<file path="config.mk">
export PLATFORM = sky130hd
export DESIGN_NAME = mean_controller
export DESIGN_NICKNAME = d
export VERILOG_FILES = /design/src/rtl/mean_controller.sv
export SDC_FILE = /design/constraint.sdc
export NUM_CORES = 1
export LEC_CHECK = 0
export CORE_AREA = 2 2 39 41
export DETAILED_ROUTE_END_ITERATION = 16
export DIE_AREA = 0 0 41 43
export DONT_BUFFER_PORTS = 1
export HOLD_SLACK_MARGIN = 0.02
export SLEW_MARGIN = 20
export SYNTH_ARGS = -nofsm -noshare
export SYNTH_HDL_FRONTEND = slang
export SYNTH_SLANG_ARGS = --single-unit
</file>
<file path="constraint.sdc">
create_clock -name clock -period 1.6 [get_ports clock]
set_input_delay 0.4 -clock clock [delete_from_list [all_inputs] [get_ports clock]]
set_output_delay 0.4 -clock clock [all_outputs]
set_load 0.01 [all_outputs]
</file>
<file path="src/rtl/mean_controller.sv">
// mean_controller: control FSM sequencing the mean datapath.
// Running mean update: mean_new = (mean_old >> 1) + (x >> 1), published
// through REG2 with a one-cycle mean_valid pulse.
// Optional build macro MEAN_CTRL_COUNT_EN adds a saturating sample_count output.
module mean_controller #(
  parameter int unsigned CNT_W = 16
) (
  input  logic             clock,
  input  logic             reset_n,
  input  logic             in_valid,
  output logic             in_ready,
  input  logic             clear,
  output logic [5:0]       select,
  output logic [2:0]       load,
  output logic             mean_valid
`ifdef MEAN_CTRL_COUNT_EN
  ,
  output logic [CNT_W-1:0] sample_count
`endif
);

  typedef enum logic [1:0] {
    IDLE = 2'd0,
    ADD  = 2'd1,
    WB   = 2'd2,
    PUB  = 2'd3
  } state_t;

  state_t state;
  logic   first_pending;
  logic   accept;

  // Datapath control decode: a function of state, plus the handshake in IDLE.
  always_comb begin
    in_ready = 1'b0;
    accept   = 1'b0;
    select   = '0;
    load     = '0;
    case (state)
      IDLE: begin
        in_ready = ~clear;
        accept   = in_valid & ~clear;
        if (accept) begin
          if (first_pending) begin
            load = 3'b100;
          end else begin
            select = 6'b000111;
          end
        end
      end
      ADD: begin
        load = 3'b010;
      end
      WB: begin
        select = 6'b001000;
        load   = 3'b100;
      end
      PUB: begin
        select = 6'b100000;
        load   = 3'b001;
      end
      default: begin
        select = '0;
        load   = '0;
      end
    endcase
  end

  // State sequencing, first-sample tracking and the registered publish pulse.
  always_ff @(posedge clock) begin
    if (!reset_n) begin
      state         <= IDLE;
      first_pending <= 1'b1;
      mean_valid    <= 1'b0;
    end else begin
      mean_valid <= (state == PUB);
      case (state)
        IDLE: begin
          if (clear) begin
            first_pending <= 1'b1;
          end else if (accept) begin
            if (first_pending) begin
              first_pending <= 1'b0;
              state         <= PUB;
            end else begin
              state <= ADD;
            end
          end
        end
        ADD:     state <= WB;
        WB:      state <= PUB;
        PUB:     state <= IDLE;
        default: state <= IDLE;
      endcase
    end
  end

`ifdef MEAN_CTRL_COUNT_EN
  // Accepted-sample counter, saturating at all-ones, zeroed by reset or idle clear.
  always_ff @(posedge clock) begin
    if (!reset_n) begin
      sample_count <= '0;
    end else if ((state == IDLE) && clear) begin
      sample_count <= '0;
    end else if (accept && (sample_count != '1)) begin
      sample_count <= sample_count + 1'b1;
    end
  end
`else
  // Counter width has no role without the counter; keep it referenced.
  if (CNT_W > 0) begin : g_no_count
  end
`endif

endmodule

</file>
Yosys cells after proc, flatten, opt, wreduce, memory -nomap -nowiden
Index checks and enable logic that the tools add are counted.

word-level totals
  bits in registers = 4
  input bits = 4
  output and inout bits = 11
  word-level logic and storage cells = 28

cells by class
  eq/ne operators = 5
  muxes and demuxes = 14
  bitwise operators = 2
  reduce and logical (&&, ||, !) cells = 4

operators with widths
  operator              number
  $pmux W6 S3           1
  $mux W3               4
  $pmux W3 S4           1
  $pmux W2 S4           1
  $mux W2               3
  $eq A2 B2 Y1 const B  2
  $mux W1               4
  $ne A2 B2 Y1 const B  2
  $reduce_and A2 Y1     2
  $eq A2 B1 Y1 const B  1
  $logic_not A2 Y1      1
  $reduce_bool A2 Y1    1
  $and A1 B1 Y1         1
  $not A1 Y1            1

Depth between registers and ports, before layout
  depth in word-level cells = 6
  gate-level depth with buffers = 6
  depth with buffers taken out = 5

Worst setup path before layout
Ideal clock, no wire load.

  path kind = register to output
  from = register state[0]
  to = output select[1]
  arrival = 1.311 ns
  data required time = 1.200 ns
  setup slack = -0.111 ns
  stages on the path, launching flop included = 6
  path buffers = 1
  path through = dfxtp_1 -> inv_1 -> ha_1 -> nor2b_1 -> and3_1 -> buf_4

between the ends
  cells in the longest elaborated chain, start to end = 2
  elaborated cells between the ends (all ways) = 4
  classes of those cells = eq/ne: 2; mux: 1; reduce/logical: 1

ends and longest elaborated chain
  what                                              RTL line  RTL
  from (decl)                                       29        state_t state;
  from (signal assigned)                            72        state <= IDLE;
  from (signal assigned)                            84        state <= PUB;
  from (signal assigned)                            86        state <= ADD;
  $eq A2 B2 Y1 or $logic_not A2 Y1 (tied branches)  39        case (state)
  $pmux W6 S3 *                                     39
  to (decl)                                         13        output logic [5:0] select,

Every way passes the cells marked *; elsewhere a longest branch is shown, timed or not.

Worst setup path in the final report
  from = register state[1]
  to = output load[2]

between the ends
  cells in the longest elaborated chain, start to end = 2
  elaborated cells between the ends (all ways) = 5
  classes of those cells = eq/ne: 3; mux: 1; reduce/logical: 1

ends and longest elaborated chain
  what                                        RTL line  RTL
  $eq A2 B2 Y1, or another cell as far along  39
  $pmux W3 S4 *                               39
  to (decl)                                   14        output logic [2:0] load,

Marks and branches as above.

==> impl_summary.log <==
INFO  metric cp_cell_sequence = inv_4, ha_4, buf_4, o32ai_2, buf_4
INFO  metric holdBufCountCts = 0
INFO  metric cp_top_family = buffers and inverters
INFO  metric synthesis.instances = 38
INFO  metric timing.critical_path.to = load[2]
INFO  metric yosys.area_share.adder = 22.22%
INFO  metric yosys.area_share.xor_xnor = 0%
INFO  metric grt_start_max_net_pins = 9
INFO  metric wl = 774 um
INFO  metric timing.critical_path.fanout_max = 8
INFO  metric synth.net_count = 48
INFO  metric crit_cells = 5
INFO  metric grt_antenna_before_repair = 0
INFO  metric reg2reg_from = state[0]
INFO  metric die_height = between 40 and 50 um
INFO  metric post_synth.cell_area_avg = 8.890 um^2
INFO  metric vdd_drop_max = between 400 and 500 uV
INFO  metric vias = 286
INFO  metric reg2reg_depth = 6
INFO  metric worst_r2r_endpoint = state[0]
INFO  metric synthToLayoutAreaGrowth = 47.78%
INFO  metric leakage_power_total = 0.2267 nW
INFO  metric run_status = complete, but fails checks
INFO  metric final_common_cell = buf_4
INFO  metric timing_hold_violations_final = 0
INFO  metric fill_cells = 149
INFO  metric rows = 14
INFO  metric place.gp.congestion = 0.7065
INFO  metric clk-insertion-delay-late = 0.24 ns
INFO  metric layout.cells.most_common_list = buf_4 (8), ha_4 (3), clkbuf_4 (3)
INFO  metric rsz_0062_raised_after_global_routing = true
INFO  metric synth-compound-area-share = 18.52%
INFO  metric grt_overflow = 0
INFO  metric yosys.cell_types.count = 19
INFO  metric cts-buffers-inserted = 3
INFO  metric critical_path.most_common_cell = buf_4
INFO  metric postLayoutSetupSlackWorst = -0.006868 ns
INFO  metric yosysWarningCount = 0
INFO  metric overall_global_routing_resource_usage = 10.23%
INFO  metric via_per_inst = 4.613
INFO  metric antenna_violating_nets_post_route = 0
INFO  metric cellPowerDensity = between 1000 and 1500 nW/um^2
INFO  metric ctsHtreeMaxLevel = 1
INFO  metric timing.critical_path.required = 1.20 ns
INFO  metric drv.max_cap_violation_count = 0
INFO  metric first_global_vias = 310
INFO  metric post-route-period-util = 100.4%
INFO  metric whs = 0.2866 ns
INFO  metric coreArea = about 1400 um^2
INFO  metric insertedDiodeCount = 0
INFO  metric detail_routed_net_length_per_standard_cell = 12.48 um
INFO  metric timing.reg2reg.setup_slack = 0.27 ns
INFO  metric final_period_minus_worst_setup_slack = 1.607 ns
INFO  metric violations = negative setup slack
INFO  metric num-nets-final = just under 60
INFO  metric drive_above_1_share = around three fifths
INFO  metric critical_path.endpoint_type = primary output
INFO  metric drc = 0
INFO  metric multi_input_comb_area = 262.8 um^2
INFO  metric max_clock_freq = 622.3 MHz
INFO  metric tritoncts_clock_tree = done
INFO  metric cts-root-buf = clkbuf_4
INFO  metric wp_buf_inv = 3
INFO  metric yosysSeqAreaShare = 23.70%
INFO  metric start_util = 24.41%
INFO  metric detailedRoute.firstIterationViolations = 4
INFO  metric num_io_pins = 15
INFO  metric detailed_routing_iteration_count_for_the_pre_antenna_repair_pass = 3
INFO  metric sequential_area = 85.08 um^2
INFO  metric syn-cell-area = 337.8 um^2
INFO  metric ys_seq_elements = 4
INFO  metric combinational_family_with_the_most_area_after_synthesis = adder cells
INFO  metric clk_sinks = 4
INFO  metric timing_worst_setup_path_type = register to primary output
INFO  metric wire_length_of_the_first_global_routing_pass = 1200 um
INFO  metric final_max_slew_viols = 0
INFO  metric die_area = 1763 um^2
INFO  metric clkTransAtPathRegs = 0.04 ns
INFO  metric critPathSlowestCell = dfxtp_2
INFO  metric synth_simple_gate_area_share = 10.74%
INFO  metric clk_path_buf_depth = 2
INFO  metric critPathLaunchType = register
INFO  metric worst_clk_skew = 0.006892 ns
INFO  metric min_path_type = input pin to register
INFO  metric die_width = 41 um
INFO  metric biggest_cell_delay_along_the_critical_path = 0.35 ns
INFO  metric report.final.setup_viol = 4
INFO  metric worst_setup_startpoint = state[1]
INFO  metric muxShareOfSynthArea = 5.926%
INFO  metric fin_setup_tns = -0.007757 ns
INFO  metric io_buffers = 0
INFO  metric detailed_place_hpwl = 500.3 um
INFO  metric cp.arrival = 1.21 ns
synthesized netlist by cell type, drive strengths merged:
master / count / share of area [%]
nand2b: 1 / 1.9
buf: 5 / 12
ha: 6 / 22
dfxtp: 4 / 24
a21oi: 2 / 3.0
nand2: 1 / 1.1
a311oi: 1 / 2.6
nor2b: 1 / 1.9
and3: 1 / 1.9
nor2: 2 / 2.2
o21a: 1 / 2.2
mux2i: 2 / 5.9
and2: 1 / 1.9
conb: 1 / 1.1
a221o: 1 / 3.0
o32ai: 2 / 5.2
o21ai: 1 / 2.6
inv: 5 / 5.6
how the worst min path moves through the flow:
stage             startpoint             to  cells past startpoint
5_1_grt              reset_n       state[0]                      1
3_5_place_dp         reset_n       state[0]                      1
4_1_cts              reset_n       state[0]                      1
6_report             reset_n       state[0]                      1
3_3_place_gp         reset_n     mean_valid                      1
2_1_floorplan  first_pending  first_pending                      1
stage by stage:
step	worst slack (ns)	std cells	power, mW	instance area [um^2]	util (%)
after global routing	-0.05801	62	0.6178	499.2	36.08
final	-0.006868	62	0.5708	499.2	36.08
after floorplan	0.002145	38	0.2910	345.3	-
after detailed placement	0.05142	55	0.3433	369.1	26.67
after global placement	0.07960	55	0.3425	369.1	26.67
after CTS	-0.01154	61	0.5341	455.4	32.91
cell families (layout without fill, tap and decap cells):
logic type / after synthesis / after routing
compound gates: 8 / 8
fa+ha+maj: 6 / 6
buf+inv: 10 / 18
flops: 4 / 4
mux: 2 / 2
other cells: 1 / 1
simple gates: 7 / 7
routing by layer:
metal	track usage, %	vias to the layer above	part of all wire [%]
met5	0	-	0
met4	2.000	0	0
met3	6.806	0	11
met2	17.81	12	53
met1	9.295	134	36
li1	-	140	-
power breakdown:
group / switching, mW / internal, mW / leakage (nW) / total, mW
clock network: 0.0446 / 0.0841 / 0.0138 / 0.129
registers: 0.0191 / 0.118 / 0.0339 / 0.137
logic: 0.144 / 0.161 / 0.179 / 0.305
timing repair:
item                       4_1_cts  5_1_grt
buffers inserted                 3        1
pin swaps                        2        2
resized for setup               14        8
setup endpoints to repair        5        4
cell type report:
cell class | count | area share [%]
multi-input combinational | 24 | 52.63
sequential | 4 | 17.04
timing repair buffer | 10 | 16.54
inverter | 5 | 5.263
clock buffer | 3 | 4.511
tap | 16 | 4.010
worst register-to-register path: cells and delay by family, from the launching register on:
family / cells / cell delay [ns]
compound gates: 2 / 0.30
fa+ha+maj: 1 / 0.14
buf+inv: 2 / 0.24
flops: 1 / 0.35
mux: 1 / 0.19
registers in the layout, indices dropped and copies added (netlist names):
name	cells
mean_valid	1
state	2
first_pending	1
Note: power is estimated with default switching activity, not from simulation.
